==> src/rtl/decoder3x8_pulse_sequencer_pkg.sv <==
// Shared definitions for the 3-to-8 pulse sequencer.
//   CODE_W / OUT_W : width of the binary code and of the one-hot output
//   state_e        : sequencer states (IDLE, HOLD, GAP)
//   onehot8()      : binary code -> one-hot output word
package decoder3x8_pulse_sequencer_pkg;

  localparam int unsigned CODE_W = 3;
  localparam int unsigned OUT_W  = 8;

  typedef enum logic [1:0] {
    IDLE = 2'd0,
    HOLD = 2'd1,
    GAP  = 2'd2
  } state_e;

  function automatic logic [OUT_W-1:0] onehot8(input logic [CODE_W-1:0] code);
    logic [OUT_W-1:0] v;
    v       = '0;
    v[code] = 1'b1;
    return v;
  endfunction

endpackage

==> src/rtl/decoder3x8_pulse_sequencer_if.sv <==
// Handshake / output bundle of the pulse sequencer.
//   enable, valid, code : upstream -> sequencer
//   ready, q, busy, done: sequencer -> upstream / downstream strobes
// master = upstream controller, slave = sequencer.
interface decoder3x8_pulse_sequencer_if;
  import decoder3x8_pulse_sequencer_pkg::*;

  logic              enable;
  logic              valid;
  logic [CODE_W-1:0] code;
  logic              ready;
  logic [OUT_W-1:0]  q;
  logic              busy;
  logic              done;

  modport master (
    output enable, valid, code,
    input  ready, q, busy, done
  );

  modport slave (
    input  enable, valid, code,
    output ready, q, busy, done
  );

endinterface

==> src/rtl/decoder3x8_pulse_sequencer_code_queue_fifo.sv <==
// Synchronous code FIFO placed in front of the sequencer.
// Only compiled when DECODER_QUEUE_EN is defined.
// Ports:
//   clk, reset       : clock, synchronous active-high reset
//   flush_i          : empties the FIFO on the next edge
//   push_i / data_i  : write a code (ignored when full unless popping)
//   pop_i  / data_o  : read the head code (data_o valid when !empty_o)
//   full_o, empty_o  : occupancy flags
// DEPTH must be a power of two (pointers wrap naturally).
`ifdef DECODER_QUEUE_EN
module decoder3x8_pulse_sequencer_code_queue_fifo
  import decoder3x8_pulse_sequencer_pkg::*;
#(
  parameter int unsigned DEPTH = 2,
  parameter int unsigned WIDTH = CODE_W
) (
  input  logic             clk,
  input  logic             reset,
  input  logic             flush_i,
  input  logic             push_i,
  input  logic [WIDTH-1:0] data_i,
  input  logic             pop_i,
  output logic [WIDTH-1:0] data_o,
  output logic             full_o,
  output logic             empty_o
);

  localparam int unsigned AW = (DEPTH > 1) ? $clog2(DEPTH) : 1;

  logic [WIDTH-1:0] mem_q [DEPTH];
  logic [AW-1:0]    wr_ptr_q, wr_ptr_d;
  logic [AW-1:0]    rd_ptr_q, rd_ptr_d;
  logic [AW:0]      count_q, count_d;
  logic             do_push, do_pop;

  assign full_o  = (count_q == (AW+1)'(DEPTH));
  assign empty_o = (count_q == '0);
  assign data_o  = mem_q[rd_ptr_q];

  // A push into a full FIFO is legal only alongside a pop.
  assign do_pop  = pop_i && !empty_o;
  assign do_push = push_i && (!full_o || do_pop);

  always_comb begin
    wr_ptr_d = wr_ptr_q;
    rd_ptr_d = rd_ptr_q;
    count_d  = count_q;
    if (flush_i) begin
      wr_ptr_d = '0;
      rd_ptr_d = '0;
      count_d  = '0;
    end else begin
      if (do_push) wr_ptr_d = wr_ptr_q + AW'(1);
      if (do_pop)  rd_ptr_d = rd_ptr_q + AW'(1);
      unique case ({do_push, do_pop})
        2'b10:   count_d = count_q + (AW+1)'(1);
        2'b01:   count_d = count_q - (AW+1)'(1);
        default: count_d = count_q;
      endcase
    end
  end

  always_ff @(posedge clk) begin
    if (reset) begin
      wr_ptr_q <= '0;
      rd_ptr_q <= '0;
      count_q  <= '0;
    end else begin
      wr_ptr_q <= wr_ptr_d;
      rd_ptr_q <= rd_ptr_d;
      count_q  <= count_d;
    end
  end

  always_ff @(posedge clk) begin
    if (do_push && !flush_i) mem_q[wr_ptr_q] <= data_i;
  end

endmodule
`endif

==> src/rtl/decoder3x8_pulse_sequencer.sv <==
// Registered 3-to-8 decoder that turns each accepted code into a one-hot
// pulse on q lasting HOLD_CYCLES cycles, followed by a done strobe and
// GAP_CYCLES further idle cycles before the next code is taken.
// Ports:
//   clk, reset : clock, synchronous active-high reset
//   bus        : slave side of decoder3x8_pulse_sequencer_if
//                (enable, valid, code in; ready, q, busy, done out)
// Build option:
//   DECODER_QUEUE_EN : adds a QUEUE_DEPTH-entry code FIFO so codes can be
//                      accepted while a pulse is in progress.
module decoder3x8_pulse_sequencer
  import decoder3x8_pulse_sequencer_pkg::*;
#(
  parameter int unsigned HOLD_CYCLES = 4,
  parameter int unsigned GAP_CYCLES  = 1,
  parameter int unsigned QUEUE_DEPTH = 2
) (
  input logic                         clk,
  input logic                         reset,
  decoder3x8_pulse_sequencer_if.slave bus
);

  localparam int unsigned CNT_MAX = (HOLD_CYCLES > GAP_CYCLES) ? HOLD_CYCLES : GAP_CYCLES;
  localparam int unsigned CNT_W   = (CNT_MAX > 1) ? $clog2(CNT_MAX + 1) : 1;

  if (HOLD_CYCLES < 1) begin : g_bad_hold
    $error("HOLD_CYCLES must be at least 1");
  end
  if (QUEUE_DEPTH < 2 || (QUEUE_DEPTH & (QUEUE_DEPTH - 1)) != 0) begin : g_bad_depth
    $error("QUEUE_DEPTH must be a power of two and at least 2");
  end

  state_e            state_q, state_d;
  logic [CNT_W-1:0]  cnt_q, cnt_d;
  logic [OUT_W-1:0]  q_q, q_d;
  logic              done_q, done_d;

  logic              start;
  logic [CODE_W-1:0] start_code;
  logic              queued;

`ifdef DECODER_QUEUE_EN
  logic              fifo_push;
  logic              fifo_pop;
  logic              fifo_full;
  logic              fifo_empty;
  logic [CODE_W-1:0] fifo_head;

  // Every accepted code goes through the FIFO; the sequencer launches a
  // pulse from the head whenever it is idle.
  assign fifo_pop   = bus.enable && (state_q == IDLE) && !fifo_empty;
  assign bus.ready  = !reset && bus.enable && (!fifo_full || fifo_pop);
  assign fifo_push  = bus.valid && bus.ready;
  assign start      = fifo_pop;
  assign start_code = fifo_head;
  assign queued     = !fifo_empty;

  decoder3x8_pulse_sequencer_code_queue_fifo #(
    .DEPTH (QUEUE_DEPTH),
    .WIDTH (CODE_W)
  ) u_queue (
    .clk     (clk),
    .reset   (reset),
    .flush_i (!bus.enable),
    .push_i  (fifo_push),
    .data_i  (bus.code),
    .pop_i   (fifo_pop),
    .data_o  (fifo_head),
    .full_o  (fifo_full),
    .empty_o (fifo_empty)
  );
`else
  assign bus.ready  = !reset && bus.enable && (state_q == IDLE);
  assign start      = bus.valid && bus.ready;
  assign start_code = bus.code;
  assign queued     = 1'b0;
`endif

  // cnt_q counts down the remaining HOLD cycles, then the remaining GAP
  // cycles. GAP is entered on the done cycle with GAP_CYCLES loaded, so it
  // lasts GAP_CYCLES+1 cycles (done cycle plus the forced gap).
  always_comb begin
    state_d = state_q;
    cnt_d   = cnt_q;
    q_d     = q_q;
    done_d  = 1'b0;
    if (!bus.enable) begin
      state_d = IDLE;
      cnt_d   = '0;
      q_d     = '0;
    end else begin
      unique case (state_q)
        IDLE: begin
          q_d = '0;
          if (start) begin
            state_d = HOLD;
            cnt_d   = CNT_W'(HOLD_CYCLES - 1);
            q_d     = onehot8(start_code);
          end
        end
        HOLD: begin
          if (cnt_q == '0) begin
            q_d    = '0;
            done_d = 1'b1;
            if (GAP_CYCLES > 0) begin
              state_d = GAP;
              cnt_d   = CNT_W'(GAP_CYCLES);
            end else begin
              state_d = IDLE;
            end
          end else begin
            cnt_d = cnt_q - CNT_W'(1);
          end
        end
        GAP: begin
          q_d = '0;
          if (cnt_q == '0) state_d = IDLE;
          else             cnt_d   = cnt_q - CNT_W'(1);
        end
        default: begin
          state_d = IDLE;
          cnt_d   = '0;
          q_d     = '0;
        end
      endcase
    end
  end

  always_ff @(posedge clk) begin
    if (reset) begin
      state_q <= IDLE;
      cnt_q   <= '0;
      q_q     <= '0;
      done_q  <= 1'b0;
    end else begin
      state_q <= state_d;
      cnt_q   <= cnt_d;
      q_q     <= q_d;
      done_q  <= done_d;
    end
  end

  assign bus.q    = q_q;
  assign bus.done = done_q;
  assign bus.busy = (state_q != IDLE) || queued;

  a_q_onehot0 : assert property (@(posedge clk) disable iff (reset) $onehot0(q_q));
  a_idle_zero : assert property (@(posedge clk) disable iff (reset) (state_q == IDLE) |-> (q_q == '0));

endmodule

==> src/flat_wrapper.sv <==
// flat-port wrapper written by rule: the top's interface ports become plain ports
module decoder3x8_pulse_sequencer_flat import decoder3x8_pulse_sequencer_pkg::*;
#(
  parameter int unsigned HOLD_CYCLES = 4,
  parameter int unsigned GAP_CYCLES  = 1,
  parameter int unsigned QUEUE_DEPTH = 2
)
  (clk, reset, bus_enable, bus_valid, bus_code, bus_ready, bus_q, bus_busy, bus_done);
  decoder3x8_pulse_sequencer_if bus_i ();
  input logic clk;
  input logic reset;
  input wire logic [$bits(bus_i.enable)-1:0] bus_enable;
  input wire logic [$bits(bus_i.valid)-1:0] bus_valid;
  input wire logic [$bits(bus_i.code)-1:0] bus_code;
  output wire logic [$bits(bus_i.ready)-1:0] bus_ready;
  output wire logic [$bits(bus_i.q)-1:0] bus_q;
  output wire logic [$bits(bus_i.busy)-1:0] bus_busy;
  output wire logic [$bits(bus_i.done)-1:0] bus_done;
  assign bus_i.enable = bus_enable;
  assign bus_i.valid = bus_valid;
  assign bus_i.code = bus_code;
  assign bus_ready = bus_i.ready;
  assign bus_q = bus_i.q;
  assign bus_busy = bus_i.busy;
  assign bus_done = bus_i.done;
  decoder3x8_pulse_sequencer #(.HOLD_CYCLES(HOLD_CYCLES), .GAP_CYCLES(GAP_CYCLES), .QUEUE_DEPTH(QUEUE_DEPTH)) u_core (.clk(clk), .reset(reset), .bus(bus_i));
endmodule
==> config.mk <==
export PLATFORM = sky130hd
export DESIGN_NAME = decoder3x8_pulse_sequencer_flat
export DESIGN_NICKNAME = d
export VERILOG_FILES = /design/src/rtl/decoder3x8_pulse_sequencer_pkg.sv /design/src/rtl/decoder3x8_pulse_sequencer_if.sv /design/src/rtl/decoder3x8_pulse_sequencer_code_queue_fifo.sv /design/src/rtl/decoder3x8_pulse_sequencer.sv /design/src/flat_wrapper.sv
export SDC_FILE = /design/constraint.sdc
export NUM_CORES = 1
export LEC_CHECK = 0
export ABC_CLOCK_PERIOD_IN_PS = 2250
export CAP_MARGIN = 15
export CORE_ASPECT_RATIO = 0.75
export CORE_MARGIN = 2
export CORE_UTILIZATION = 35
export DETAILED_ROUTE_END_ITERATION = 10
export GPL_TIMING_DRIVEN = 0
export PLACE_DENSITY = 0.66
export SETUP_SLACK_MARGIN = 0.4
export SYNTH_ARGS = -nofsm -noshare
export SYNTH_HDL_FRONTEND = slang
export SYNTH_SLANG_ARGS = --single-unit
==> constraint.sdc <==
create_clock -name clk -period 2.25 [get_ports clk]
set_input_delay 0.675 -clock clk [delete_from_list [all_inputs] [get_ports clk]]
set_output_delay 0.675 -clock clk [all_outputs]
set_load 0.02 [all_outputs]
==> flow_summary.yaml <==
run_status:
  status: "completed"
worst_setup_path:
  critPathBufInv: 2
  critPathLaunchType: "input pin"
  rr_startpoint: "u_core.cnt_q[0]"
  slowest_stage: "clkdlybuf4s15_1"
  path_delay_family: "buffers and inverters"
  crit_chain: "clkdlybuf4s15_1, nand2b_4, nor2_4, buf_6"
  required_ps: 1570
  end_kind: "output port"
  path_class: "in2out"
  r2r_slack_ps: 670
  reg2regPathDepth: 6
  cpPeakStageDelay_ps: 220
  crit_arrival_ps: 1190
  r2r-end: "u_core.bus.q[0]"
  path_max_fanout: 2
synth:
  syn_inst: 72
  synth_fp_nets: 81
  synth-compound-area-share_pct: 23.16
  yosysUniqueCellTypes: 28
  synth_area_um2: 664.4
  async_reset_ff_share_pct: 0
  synth_common_cells: "dfxtp_1 (14), nor2_1 (8), inv_1 (5), nor2b_1 (5)"
  synth-edff-count: 0
  synthXorXnorAreaFrac_pct: 1.318
  ys_ff_latch: 14
  synthMuxAreaShare_pct: 0
  synth_top_area_share_pct: 42.18
  synth_area_per_cell_um2: 9.228
  synth_fa_ha_area_share_pct: 3.766
  seq_area_frac_synth_pct: 42.18
  synth_top_family_by_area: "simple AND/OR/NAND/NOR gates"
  yosys.area_share.simple_pct: 23.73
  yosys_warnings: 0
  yosysTopAreaCell: "dfxtp_1"
  yosys.cell_count.top_type: "dfxtp_1"
  synthTopCellsByArea: "dfxtp_1 (42%), a32o_1 (6.0%), nor2b_1 (4.7%)"
  synth-main-ff-cell: "dfxtp_1"
grt:
  grt_usage_pct: 15.57
  grt-ovfl-total: 0
  grt_max_degree: 11
  grt_pass1_wl_um: 2532
  antenna_found_initial: 0
  grt_pass1_vias: 544
placement:
  io_buffer_count: 17
  placed_area_um2: 864.6
  dp_cells: 111
  hpwl_um: 1062
  gp_congestion: 0.7554
sta:
  rsz0062_at_grt: "yes"
  hold_ws_ps: 480.7
  fin_crit_ps: 1864
  worst_pin_slew_ps: 425.7
  slew_headroom_pct: 71.40
  setup_violations: 0
  slew_violations: 0
  hold_viol_final: 0
  fin_crit_sh_pct: 82.84
  max_freq_ghz: 0.5365
  finClkSkew_ps: 2.002
cts:
  clock_sinks: 14
  path_clk_slew_ps: 70
  htreeDepth: 1
  numCtsBuffers: 3
  hold_buffers: 0
  clockRootBuffer: "clkbuf_4"
  clkLatencyLatePin_ps: 270
  cts_buffer_depth: 2
  cts_tree: "done"
finish:
  nets: 105
  utilization_pct: 51.71
  diodes: 0
  finalNonFillerCells: 116
  fin_area_um2: 908.4
  area_growth_syn_to_layout_pct: 36.72
  drive_above_1_share_pct: 19.15
die:
  die_h_um: 41.73
  core_um2: 1757
  fp-row-count: 13
  io_pins: 18
  initial_utilization_pct: 37.82
  dieArea_um2: 2266
  die_w_um: 54.31
power:
  leakagePower_uw: 0.0004008
  powerDensity_nw_per_um2: 523.8
  vdd_ir_drop_max_uv: 430.1
min_path:
  hold_start: "u_core.bus.q[7]"
  min_path_cells: 1
  hold_class: "reg2reg"
  hold-path-endpoint: "u_core.bus.q[7]"
route:
  via_per_inst: 5.095
  avgRoutedWirePerCell_um: 12.88
  firstDrtPassIters: 4
  routed-via-count: 591
  ant_nets: 0
  drt-total-wl_um: 1494
  dr.first_iter.drc_count: 11
  drc: 0
run:
  maxCapViolCount: 0
-- timing repair --
| action | CTS | global route |
|---|---|---|
| resized for setup | 27 | 4 |
| setup buffers | 1 | 1 |
| pin swaps | 1 | 2 |
| endpoints found under the setup margin | 11 | 2 |
| endpoints found under the hold margin | 0 | 0 |
-- stage by stage --
step                power, uW  worst slack [ps]  TNS (ps)
finish                  475.8             386.1         0
floorplan               314.0             414.2         0
global route            509.0             354.8         0
global placement        343.5            -548.2    -548.2
CTS                     479.4             344.6         0
detailed placement      344.5            -571.1    -571.1
-- report_power, final --
| group | total (uW) | switching, uW | internal [uW] |
|---|---|---|---|
| clock network | 133 | 70.6 | 61.9 |
| logic | 87.2 | 47.0 | 40.1 |
| registers | 256 | 3.28 | 253 |
| total | 476 | 121 | 355 |
-- metal layers --
| metal | track usage, % | part of all wire (%) | up-vias |
|---|---|---|---|
| li1 | - | - | 304 |
| met1 | 22.12 | 52 | 273 |
| met2 | 19.76 | 42 | 12 |
| met3 | 7.554 | 5.2 | 2 |
| met4 | 6.000 | 0.87 | 0 |
| met5 | 0 | 0 | - |
-- placed cells by master, fill, tap and decap left out --
cell type and instances:
nor3_4 1, nor2_4 1, dfxtp_2 1, nor2b_1 5
o21a_1 1, a221o_1 1, clkdlybuf4s15_1 1, dlygate4sd2_1 9
a21oi_1 3, or3b_4 1, nand4_1 1, a32o_1 4
nand2b_1 3, clkbuf_2 1, inv_1 5, clkbuf_4 3
dfxtp_1 13, o21ai_0 4, a32oi_2 1, buf_4 2
o31ai_1 1, clkdlybuf4s50_1 3, xnor2_1 1, o32a_1 1
and2_1 1, a22o_1 3, nand2_1 1, nor3_1 3
dlymetal6s2s_1 1, nand2b_4 1, ha_1 2, clkbuf_1 1
buf_2 2, nor2_2 1, a221oi_1 1, buf_6 2
nor2_1 7, or2_4 1
-- layout make-up --
cell class	instances	area, um2
Multi-Input combinational cell	50	370.4
Inverter	5	18.77
Buffer	3	20.02
Fill cell	172	848.3
Sequential cell	14	281.5
Clock buffer	3	22.52
Timing Repair Buffer	19	167.7
Tap cell	22	27.53
-- cell families (layout without fill, tap and decap cells) --
logic type / after synthesis / in the layout
DFF: 14 / 14
adders and majority gates: 2 / 2
buffers and inverters: 8 / 30
xor gates and xnor gates: 1 / 1
and+or+nand+nor: 27 / 27
AOI/OAI and AO/OA: 20 / 20
-- worst max-delay path by stage --
stage	start	end	slack, ps	cells after the start
6_report	bus_enable	bus_ready	390	4
2_1_floorplan	reset	bus_ready	410	2
4_1_cts	reset	bus_ready	340	4
3_5_place_dp	reset	bus_ready	-570	4
3_3_place_gp	reset	bus_ready	-550	4
5_1_grt	bus_enable	bus_ready	350	4
-- sequential cells by signal (all words and copies together), names as in the netlist --
signal and flops:
u_core.bus.done 1, u_core.bus.q 8, u_core.cnt_q 3, u_core.state_q 2
-- worst register-to-register path: cells and delay by family (launching register included) --
| family | cells | cell delay, ps |
|---|---|---|
| simple gates | 2 | 520 |
| flops | 1 | 330 |
| buf+inv | 2 | 250 |
| fa+ha+maj | 1 | 230 |
| compound gates | 1 | 210 |
(Power assumes the default switching activity.)
